<file path="src/rtl/snake_pkg.sv">
// Shared types and button geometry, so the hit area and the drawn rectangle
// use the same constants.
package snake_pkg;

    typedef enum logic [1:0] {
        IDLE     = 2'd0,
        ARMED    = 2'd1,
        FIRE     = 2'd2,
        WAIT_REL = 2'd3
    } button_state_t;

    localparam int BTN_X   = 300;
    localparam int BTN_Y   = 400;
    localparam int BTN_W   = 200;
    localparam int BTN_H   = 60;
    localparam int COORD_W = 12;

    // Extending everything to 13 bits keeps right and bottom edges from wrapping.
    function automatic logic in_rect(input logic [COORD_W-1:0] x,
                                     input logic [COORD_W-1:0] y,
                                     input logic [COORD_W:0]   x0,
                                     input logic [COORD_W:0]   y0,
                                     input logic [COORD_W:0]   w,
                                     input logic [COORD_W:0]   h);
        logic [COORD_W:0] xe;
        logic [COORD_W:0] ye;
        logic [COORD_W:0] x1;
        logic [COORD_W:0] y1;
        xe = {1'b0, x};
        ye = {1'b0, y};
        x1 = x0 + w;
        y1 = y0 + h;
        return (xe >= x0) && (xe < x1) && (ye >= y0) && (ye < y1);
    endfunction

endpackage

</file>
<file path="src/rtl/button_click_ctrl_debounce.sv">
// Level debouncer: output follows the input only after it has differed for
// CYCLES consecutive clocks.
module debounce #(
    parameter int CYCLES = 16
) (
    input  logic clk,
    input  logic rst,
    input  logic din,
    output logic dout
);

    localparam int CW = (CYCLES < 2) ? 1 : $clog2(CYCLES + 1);

    logic [CW-1:0] cnt_q, cnt_d;
    logic          dout_q, dout_d;

    always_comb begin
        cnt_d  = cnt_q;
        dout_d = dout_q;
        if (din == dout_q) begin
            cnt_d = '0;
        end else if (cnt_q == CW'(CYCLES - 1)) begin
            dout_d = din;
            cnt_d  = '0;
        end else begin
            cnt_d = cnt_q + CW'(1);
        end
    end

    always_ff @(posedge clk) begin
        if (rst) begin
            cnt_q  <= '0;
            dout_q <= 1'b0;
        end else begin
            cnt_q  <= cnt_d;
            dout_q <= dout_d;
        end
    end

    assign dout = dout_q;

endmodule

</file>
<file path="src/rtl/button_click_ctrl.sv">
// On-screen button: hover and single-cycle click from a frame-latched cursor.
// Optional BUTTON_DEBOUNCE_EN debounces the raw left-button level.
module button_click_ctrl
    import snake_pkg::*;
#(
    parameter int X               = BTN_X,
    parameter int Y               = BTN_Y,
    parameter int W               = BTN_W,
    parameter int H               = BTN_H,
    parameter int DEBOUNCE_CYCLES = 16
) (
    input  logic               clk,
    input  logic               rst,
    input  logic               en,
    input  logic [COORD_W-1:0] mouse_x,
    input  logic [COORD_W-1:0] mouse_y,
    input  logic               mouse_left,
    input  logic               vblnk,
    output logic               hover,
    output logic               click
);

    localparam logic [COORD_W:0] X0 = (COORD_W + 1)'(X);
    localparam logic [COORD_W:0] Y0 = (COORD_W + 1)'(Y);
    localparam logic [COORD_W:0] WW = (COORD_W + 1)'(W);
    localparam logic [COORD_W:0] HH = (COORD_W + 1)'(H);

    logic               vblnk_q, vblnk_d;
    logic [COORD_W-1:0] x_q, x_d, y_q, y_d;
    logic               hit_q, hit_d;
    logic               hover_q, hover_d;
    logic               en_q, en_d;
    logic               hit;
    logic               p;
    button_state_t      state_q, state_d;

`ifdef BUTTON_DEBOUNCE_EN
    debounce #(.CYCLES(DEBOUNCE_CYCLES)) u_debounce (
        .clk  (clk),
        .rst  (rst),
        .din  (mouse_left),
        .dout (p)
    );
`else
    logic p_q, p_d;
    assign p_d = mouse_left;
    always_ff @(posedge clk) begin
        if (rst) p_q <= 1'b0;
        else     p_q <= p_d;
    end
    assign p = p_q;
`endif

    assign hit = in_rect(x_q, y_q, X0, Y0, WW, HH);

    // Coordinates only move on the vblank rising edge, matching the drawn frame.
    always_comb begin
        vblnk_d = vblnk;
        x_d     = x_q;
        y_d     = y_q;
        if (vblnk && !vblnk_q) begin
            x_d = mouse_x;
            y_d = mouse_y;
        end
        hit_d   = hit;
        hover_d = hit && en;
        en_d    = en;
    end

    always_ff @(posedge clk) begin
        if (rst) begin
            vblnk_q <= 1'b0;
            x_q     <= '0;
            y_q     <= '0;
            hit_q   <= 1'b0;
            hover_q <= 1'b0;
            en_q    <= 1'b0;
            state_q <= IDLE;
        end else begin
            vblnk_q <= vblnk_d;
            x_q     <= x_d;
            y_q     <= y_d;
            hit_q   <= hit_d;
            hover_q <= hover_d;
            en_q    <= en_d;
            state_q <= state_d;
        end
    end

    // A press already held when the screen goes live must not become a click.
    always_comb begin
        state_d = state_q;
        if (!en) begin
            state_d = IDLE;
        end else if (!en_q && p) begin
            state_d = WAIT_REL;
        end else begin
            unique case (state_q)
                IDLE:     if (p)  state_d = hit_q ? ARMED : WAIT_REL;
                ARMED:    if (!p) state_d = hit_q ? FIRE : IDLE;
                FIRE:     state_d = IDLE;
                WAIT_REL: if (!p) state_d = IDLE;
                default:  state_d = IDLE;
            endcase
        end
    end

    always_comb begin
        click = (state_q == FIRE) && en;
        hover = hover_q && en;
    end

endmodule
</file>
<file path="config.mk">
export PLATFORM = sky130hd
export DESIGN_NAME = button_click_ctrl
export DESIGN_NICKNAME = d
export VERILOG_FILES = /design/src/rtl/snake_pkg.sv /design/src/rtl/button_click_ctrl_debounce.sv /design/src/rtl/button_click_ctrl.sv
export SDC_FILE = /design/constraint.sdc
export NUM_CORES = 1
export LEC_CHECK = 0
export ABC_AREA = 0
export ABC_CLOCK_PERIOD_IN_PS = 1000
export CAP_MARGIN = 15
export CORE_MARGIN = 2
export CORE_UTILIZATION = 35
export DETAILED_ROUTE_END_ITERATION = 8
export GPL_TIMING_DRIVEN = 0
export MAX_ROUTING_LAYER = met4
export SYNTH_ARGS = -nofsm -noshare
export SYNTH_HDL_FRONTEND = slang
export SYNTH_SLANG_ARGS = --single-unit
</file>
<file path="constraint.sdc">
create_clock -name clk -period 1 [get_ports clk]
set_input_delay 0.15 -clock clk [delete_from_list [all_inputs] [get_ports clk]]
set_output_delay 0.15 -clock clk [all_outputs]
set_load 0.005 [all_outputs]
</file>
==> results of run 1 <==
[kinds of logic after synthesis]
kind of cell,share of synthesized area (%)
DFF,50.9
and+or+nand+nor,28.4
AOI/OAI and AO/OA,14.6
buffers and inverters,6.01
[worst max-delay path by stage]
stage                                   start  depth (start not counted)            endpoint
after global routing      y_q[9]$_SDFFE_PP0P_                          3  hover_q$_SDFF_PP0_
final                     y_q[9]$_SDFFE_PP0P_                          3  hover_q$_SDFF_PP0_
after floorplan           x_q[3]$_SDFFE_PP0P_                          3    hit_q$_SDFF_PP0_
after global placement                     en                          3               click
after detailed placement                   en                          3               click
after CTS                 y_q[9]$_SDFFE_PP0P_                          3  hover_q$_SDFF_PP0_
[flip-flops by register name, summed over array words and instances, names as in the netlist]
name / count
y_q: 10
state_q: 2
hover_q: 1
en_q: 1
hit_q: 1
p: 1
vblnk_q: 1
x_q: 10
[cell type report]
type | count | area (sq um) | area share [%]
plain buffers | 8 | 83.8 | 5.33
inverters | 1 | 3.75 | 0.239
well taps | 31 | 38.8 | 2.47
clock buffers | 4 | 26.3 | 1.67
repair buffers | 29 | 285 | 18.2
flip-flops and latches | 27 | 546 | 34.7
multi-input cells | 89 | 588 | 37.4
[per-stage QoR]
stage,cell area (sq um),utilization [%]
after floorplan,1060,-
after global placement,1350,47.7
after detailed placement,1350,47.7
after CTS,1420,50.1
after global routing,1570,55.6
final,1570,55.6
[timing repair]
action / CTS / global route
cloned: 1 / 0
setup buffers: 3 / 0
pin swaps: 3 / 17
setup endpoints to repair: 22 / 25
resized for setup: 20 / 41
hold buffers: 0 / 0
[worst max-delay path: cells and delay by family, from the launching register on]
kind             cells  cell delay (ns)
and+or+nand+nor      3             0.67
DFF                  1             0.36
[power breakdown]
part	switching, mW	internal [mW]	total (mW)
combinational	0.147	0.194	0.341
clock	0.319	0.156	0.476
sequential	0.0392	1.13	1.17
[layer usage]
| layer | global-route usage, % | up-vias | part of all wire (%) |
|---|---|---|---|
| met2 | 26.5 | 19 | 53 |
| li1 | - | 482 | - |
| met5 | - | - | 0 |
| met3 | 2.62 | 4 | 3.7 |
| met4 | 5.84 | 0 | 1.2 |
| met1 | 18.3 | 457 | 42 |
[synth_stat cells]
| cell | instances |
|---|---|
| nor2b_1 | 4 |
| and2_1 | 2 |
| nor4b_4 | 1 |
| clkbuf_1 | 3 |
| o31ai_1 | 1 |
| inv_1 | 1 |
| nor3b_1 | 1 |
| o22ai_1 | 1 |
| o21ai_0 | 1 |
| a211oi_1 | 2 |
| buf_6 | 3 |
| or3_1 | 1 |
| a21o_1 | 1 |
| nand2b_1 | 1 |
| nor4b_2 | 1 |
| and4bb_2 | 1 |
| a21boi_0 | 1 |
| nand2_1 | 43 |
| and3_1 | 1 |
| nand4_1 | 2 |
| a21oi_1 | 20 |
| buf_2 | 3 |
| nor3_1 | 1 |
| a31oi_1 | 1 |
| dfxtp_1 | 27 |
| nor2_1 | 2 |
==> results.py, run 1 <==
metrics = {
    "global_route": {
        "largest_net_degree_at_the_start_of_global_routing": 15,
        "grt_first_pass_wirelength_microns": 4000,
        "antenna_violations_before_repair": 0,
        "grt_pass1_vias": 945,
        "grt_remaining_overflow": 0,
        "track_usage_pct": 15.6,
    },
    "clock_tree": {
        "ctsHtreeMaxLevel": 1,
        "clock_tree.root_cell": "clkbuf_4",
        "clkLatencyLatePin_ns": 0.32,
        "number_of_buffers_inserted_during_clock_tree_synthesis": 3,
        "tritoncts": "done",
        "clock_sinks": 27,
        "worst_setup_hold_path_clk_slew_ns": 0.15,
        "clk_path_buf_depth": 2,
    },
    "final_layout": {
        "final_net_count": 188,
        "syn_to_final_growth_pct": 48.1,
        "antenna-diode-count": 0,
        "post_route_cells_drive_above_1_share_pct": 30.4,
        "mostFrequentLayoutCell": "nand2_1",
        "fillers": 259,
        "final_cell_count_no_fill": 189,
        "mostFrequentLayoutCells": "nand2_1, dfxtp_1, clkdlybuf4s50_1, a21oi_2",
    },
    "die": {
        "starting_density_pct": 37.5,
        "placementRows": 19,
        "die_h_microns": 59.1,
        "core_region_area_sq_um": 2830,
        "num_io_pins": 31,
        "die_x_microns": 59.1,
        "floorplan.die_area_sq_um": 3490,
    },
    "place": {
        "pre_cts_slack_ns": -0.457,
        "gp_congestion": 0.733,
        "number_of_buffer_cells_added_on_primary_ports": 25,
        "numPlacedInstances": 182,
        "hpwl_microns": 1720,
    },
    "worst_setup_path": {
        "timing.rr.start": "y_q[9]$_SDFFE_PP0P_",
        "cp-end-kind": "flip-flop",
        "ff2ff_setup_slack_ns": -0.12,
        "critical_path.reg2reg.endpoint": "hover_q$_SDFF_PP0_",
        "path_class": "reg -> reg",
        "critical_path_required_ns": 1.24,
        "worst-endpoint-arrival_ns": 1.36,
        "cpPeakStageDelay_ns": 0.36,
        "cpMaxStageDelayCell": "dfxtp_2",
        "timing.critical_path.cells": "nor4b_4 > nand4_1 > nor4b_2",
        "crit_path_start_kind": "flip-flop",
        "reg2reg_depth": 3,
        "worstPathMaxFanout": 2,
    },
    "timing": {
        "grt_setup_unrepaired": "true",
        "worst_clock_skew_ns": 0.00752,
        "layout_setup_ws_ns": -0.116,
        "max_slew.worst_pin.slew_ns": 0.547,
        "min_period_over_period_pct": 112,
        "setup_viol_count_final": 4,
        "fin_crit_ns": 1.12,
        "maxSlewHeadroom_pct": 63.5,
        "max_freq_mhz": 896,
        "finalHoldViolCount": 0,
        "drv_slew": 0,
        "fin_setup_tns_ns": -0.254,
        "finalHoldWorstSlack_ns": 0.0176,
    },
    "pwr": {
        "power.leakage_nw": 0.605,
        "power_mw": 1.99,
        "ir_drop_mv": 0.670,
        "power_density_nw_per_um2": 1260,
    },
    "synthesis": {
        "yosys_warnings": 0,
        "synthesis.area_per_instance_sq_um": 8.42,
        "synth.area.top_cells": "dfxtp_1, nand2_1, a21oi_1",
        "synth_top_area_share_pct": 50.9,
        "ys_seq_area_share_pct": 50.9,
        "synthesis.nets": 155,
        "synth_largest_area_cell": "dfxtp_1",
        "synth.lib_cells_used.distinct": 26,
        "syn-instance-count": 126,
        "mappedNetlistArea_sq_um": 1060,
        "synth-seq-cells": 27,
    },
    "min_path": {
        "min_delay_path_depth": 2,
        "hold_path_end": "vblnk_q$_SDFF_PP0_",
        "timing.hold.worst.class": "in -> reg",
        "min_from": "rst",
    },
    "detailed_routing": {
        "first_pass_iters": 4,
        "detail_route.wl_per_cell_microns": 12.9,
        "detail_route.wirelength_microns": 2430,
        "iteration_0_drc_count_of_the_detailed_router": 38,
        "drtAntennaViolNets": 0,
        "post-route-drc-count": 0,
        "drt-vias-per-instance": 5.09,
        "routed-via-count": 962,
    },
    "status": {
        "outcome": "complete, but fails checks",
        "violations": "setup timing",
    },
    "run": {
        "maxCapViolCount": 0,
    },
}
(Power assumes the default switching activity.)
==> run 2: changes to the inputs <==
- CORE_UTILIZATION: 35 -> 40
- GPL_ROUTABILITY_DRIVEN: unset -> 0
- PLACE_DENSITY: unset -> 0.72
==> run 2 against run 1 <==
Against the previous run: the flow still finishes with violations (setup timing); sequential power is essentially flat; cell count grew 1.1%; cell area shrank 5.2%; total power shrank 2.0%; sequential share of layout area grew 2.0 points; worst setup slack lost 0.025 ns; core utilization grew 4.1 points; register-to-register slack gained 0.04 ns; global-route usage grew 1.4 points; combinational power shrank 12%; clock skew grew 0.0065 ns; critical endpoint is now click.
==> results.py, run 2 (synthesized netlist as in run 1, its figures left out) <==
metrics = {
    "worst_setup_path": {
        "cpMaxStageDelayCell": "dfxtp_2",
        "worst-endpoint-arrival_ns": 0.99,
        "cpPeakStageDelay_ns": 0.36,
        "critical_path.reg2reg.endpoint": "hover_q$_SDFF_PP0_",
        "timing.rr.start": "y_q[10]$_SDFFE_PP0P_",
        "crit_path_start_kind": "flip-flop",
        "ff2ff_setup_slack_ns": -0.08,
        "cp-end-kind": "primary output",
        "path_class": "reg -> out",
        "worstPathMaxFanout": 2,
        "timing.critical_path.cells": "inv_2 > and3_4 > buf_6",
        "reg2reg_depth": 3,
        "critical_path_required_ns": 0.85,
    },
    "min_path": {
        "hold_path_end": "p$_SDFF_PP0_",
        "min_delay_path_depth": 2,
        "min_from": "rst",
        "timing.hold.worst.class": "in -> reg",
    },
    "status": {
        "violations": "setup timing",
        "outcome": "complete, but fails checks",
    },
    "timing": {
        "setup_viol_count_final": 4,
        "finalHoldWorstSlack_ns": 0.0150,
        "layout_setup_ws_ns": -0.141,
        "fin_crit_ns": 1.14,
        "max_freq_mhz": 876,
        "grt_setup_unrepaired": "true",
        "finalHoldViolCount": 0,
        "min_period_over_period_pct": 114,
        "drv_slew": 0,
        "worst_clock_skew_ns": 0.0140,
        "max_slew.worst_pin.slew_ns": 0.481,
        "maxSlewHeadroom_pct": 67.9,
    },
    "final_layout": {
        "multi_input_comb_area_sq_um": 504,
        "fillers": 241,
        "post_route_cells_drive_above_1_share_pct": 21.7,
        "mostFrequentLayoutCell": "nand2_1",
        "ff_latch_area_sq_um": 547,
        "reg.largest.list": "x_q (10), y_q (10), state_q (2)",
        "antenna-diode-count": 0,
        "final_net_count": 191,
        "layout.core_utilization_pct": 59.6,
        "syn_to_final_growth_pct": 40.4,
        "mostFrequentLayoutCells": "nand2_1, dfxtp_1, clkdlybuf4s50_1, a21oi_1, buf_4",
        "final_cell_count_no_fill": 191,
    },
    "detailed_routing": {
        "post-route-drc-count": 0,
        "drtAntennaViolNets": 0,
        "drt-vias-per-instance": 5.17,
        "detail_route.wirelength_microns": 2590,
        "routed-via-count": 988,
        "detail_route.wl_per_cell_microns": 13.6,
        "iteration_0_drc_count_of_the_detailed_router": 30,
        "first_pass_iters": 4,
    },
    "die": {
        "die_h_microns": 55.5,
        "floorplan.die_area_sq_um": 3080,
        "starting_density_pct": 42.4,
        "die_x_microns": 55.5,
        "core_region_area_sq_um": 2500,
        "num_io_pins": 31,
        "placementRows": 18,
    },
    "clock_tree": {
        "clk_path_buf_depth": 2,
        "number_of_buffers_inserted_during_clock_tree_synthesis": 3,
        "worst_setup_hold_path_clk_slew_ns": 0.15,
        "clock_sinks": 27,
        "clock_tree.root_cell": "clkbuf_4",
        "ctsHtreeMaxLevel": 1,
        "clkLatencyLatePin_ns": 0.33,
        "tritoncts": "done",
    },
    "pwr": {
        "power.leakage_nw": 0.575,
        "power_mw": 1.95,
        "power_density_nw_per_um2": 1310,
        "ir_drop_mv": 0.847,
    },
    "global_route": {
        "grt_remaining_overflow": 0,
        "met1_usage_pct": 18.0,
        "grt_first_pass_wirelength_microns": 4000,
        "track_usage_pct": 17.0,
        "largest_net_degree_at_the_start_of_global_routing": 15,
        "use_met3_pct": 3.28,
        "grt_pass1_vias": 970,
        "gr-usage-met2_pct": 29.1,
        "antenna_violations_before_repair": 0,
        "most_heavily_used_metal_layer_in_global_routing": "met2",
    },
    "place": {
        "number_of_buffer_cells_added_on_primary_ports": 25,
        "numPlacedInstances": 181,
        "hpwl_microns": 1680,
        "pre_cts_slack_ns": -0.458,
    },
    "run": {
        "maxCapViolCount": 0,
    },
}
## run 2: cell count changes in the layout (fill, tap and decap cells not counted), moves of 2 or more
cell / previous run / this run
buf_4: 2 / 8
a21oi_1: 8 / 17
nand2_1: 36 / 43
a21oi_2: 12 / 3
nand2_4: 6 / 0
buf_6: 8 / 6
## run 2: critical path: cells and delay by family, from the launching register on
family / cells / cell delay (ns)
DFF: 1 / 0.36
and+or+nand+nor: 1 / 0.16
buffers and inverters: 2 / 0.13
## run 2: per-stage QoR
stage | TNS [ns] | area (sq um)
final | -0.265 | 1490
after global routing | -0.731 | 1490
after CTS | -0.269 | 1410
after detailed placement | -7.98 | 1350
after global placement | -7.22 | 1350
after floorplan | 0 | 1060
## run 2: worst max path at each step
stage	from	endpoint	slack, ns	cells after the start
after floorplan	x_q[3]$_SDFFE_PP0P_	hit_q$_SDFF_PP0_	0.004	3
after global placement	en	click	-0.45	3
after detailed placement	en	click	-0.46	3
after CTS	state_q[0]$_SDFFE_PP0P_	click	-0.13	3
after global routing	state_q[0]$_SDFFE_PP0P_	click	-0.18	3
final	state_q[0]$_SDFFE_PP0P_	click	-0.14	3
## run 2: layout make-up
cell class / count / area share [%]
multi-input cells: 89 / 33.8
well taps: 30 / 2.52
flip-flops and latches: 27 / 36.7
plain buffers: 8 / 4.79
clock buffers: 4 / 1.76
repair buffers: 32 / 20.2
inverters: 1 / 0.252
## run 2: per-layer routing
| layer | routed length (microns) | up-vias |
|---|---|---|
| met5 | 0 | - |
| met4 | 57 | 0 |
| met3 | 117 | 6 |
| met1 | 1010 | 464 |
| met2 | 1410 | 31 |
| li1 | - | 487 |
## run 2: what timing repair did
action                                 CTS  global route
hold buffers                             0             0
setup endpoints to repair               22            23
setup buffers                            4             2
gates resized for setup                 19            16
gates cloned                             0             1
pin swaps                                3             0
endpoints found under the hold margin    0             0
## run 2: where the power goes
part	leakage, nW	total (mW)	switching (mW)	internal [mW]
clock	0.0150	0.475	0.318	0.157
combinational	0.336	0.301	0.124	0.177
sequential	0.224	1.17	0.0397	1.13
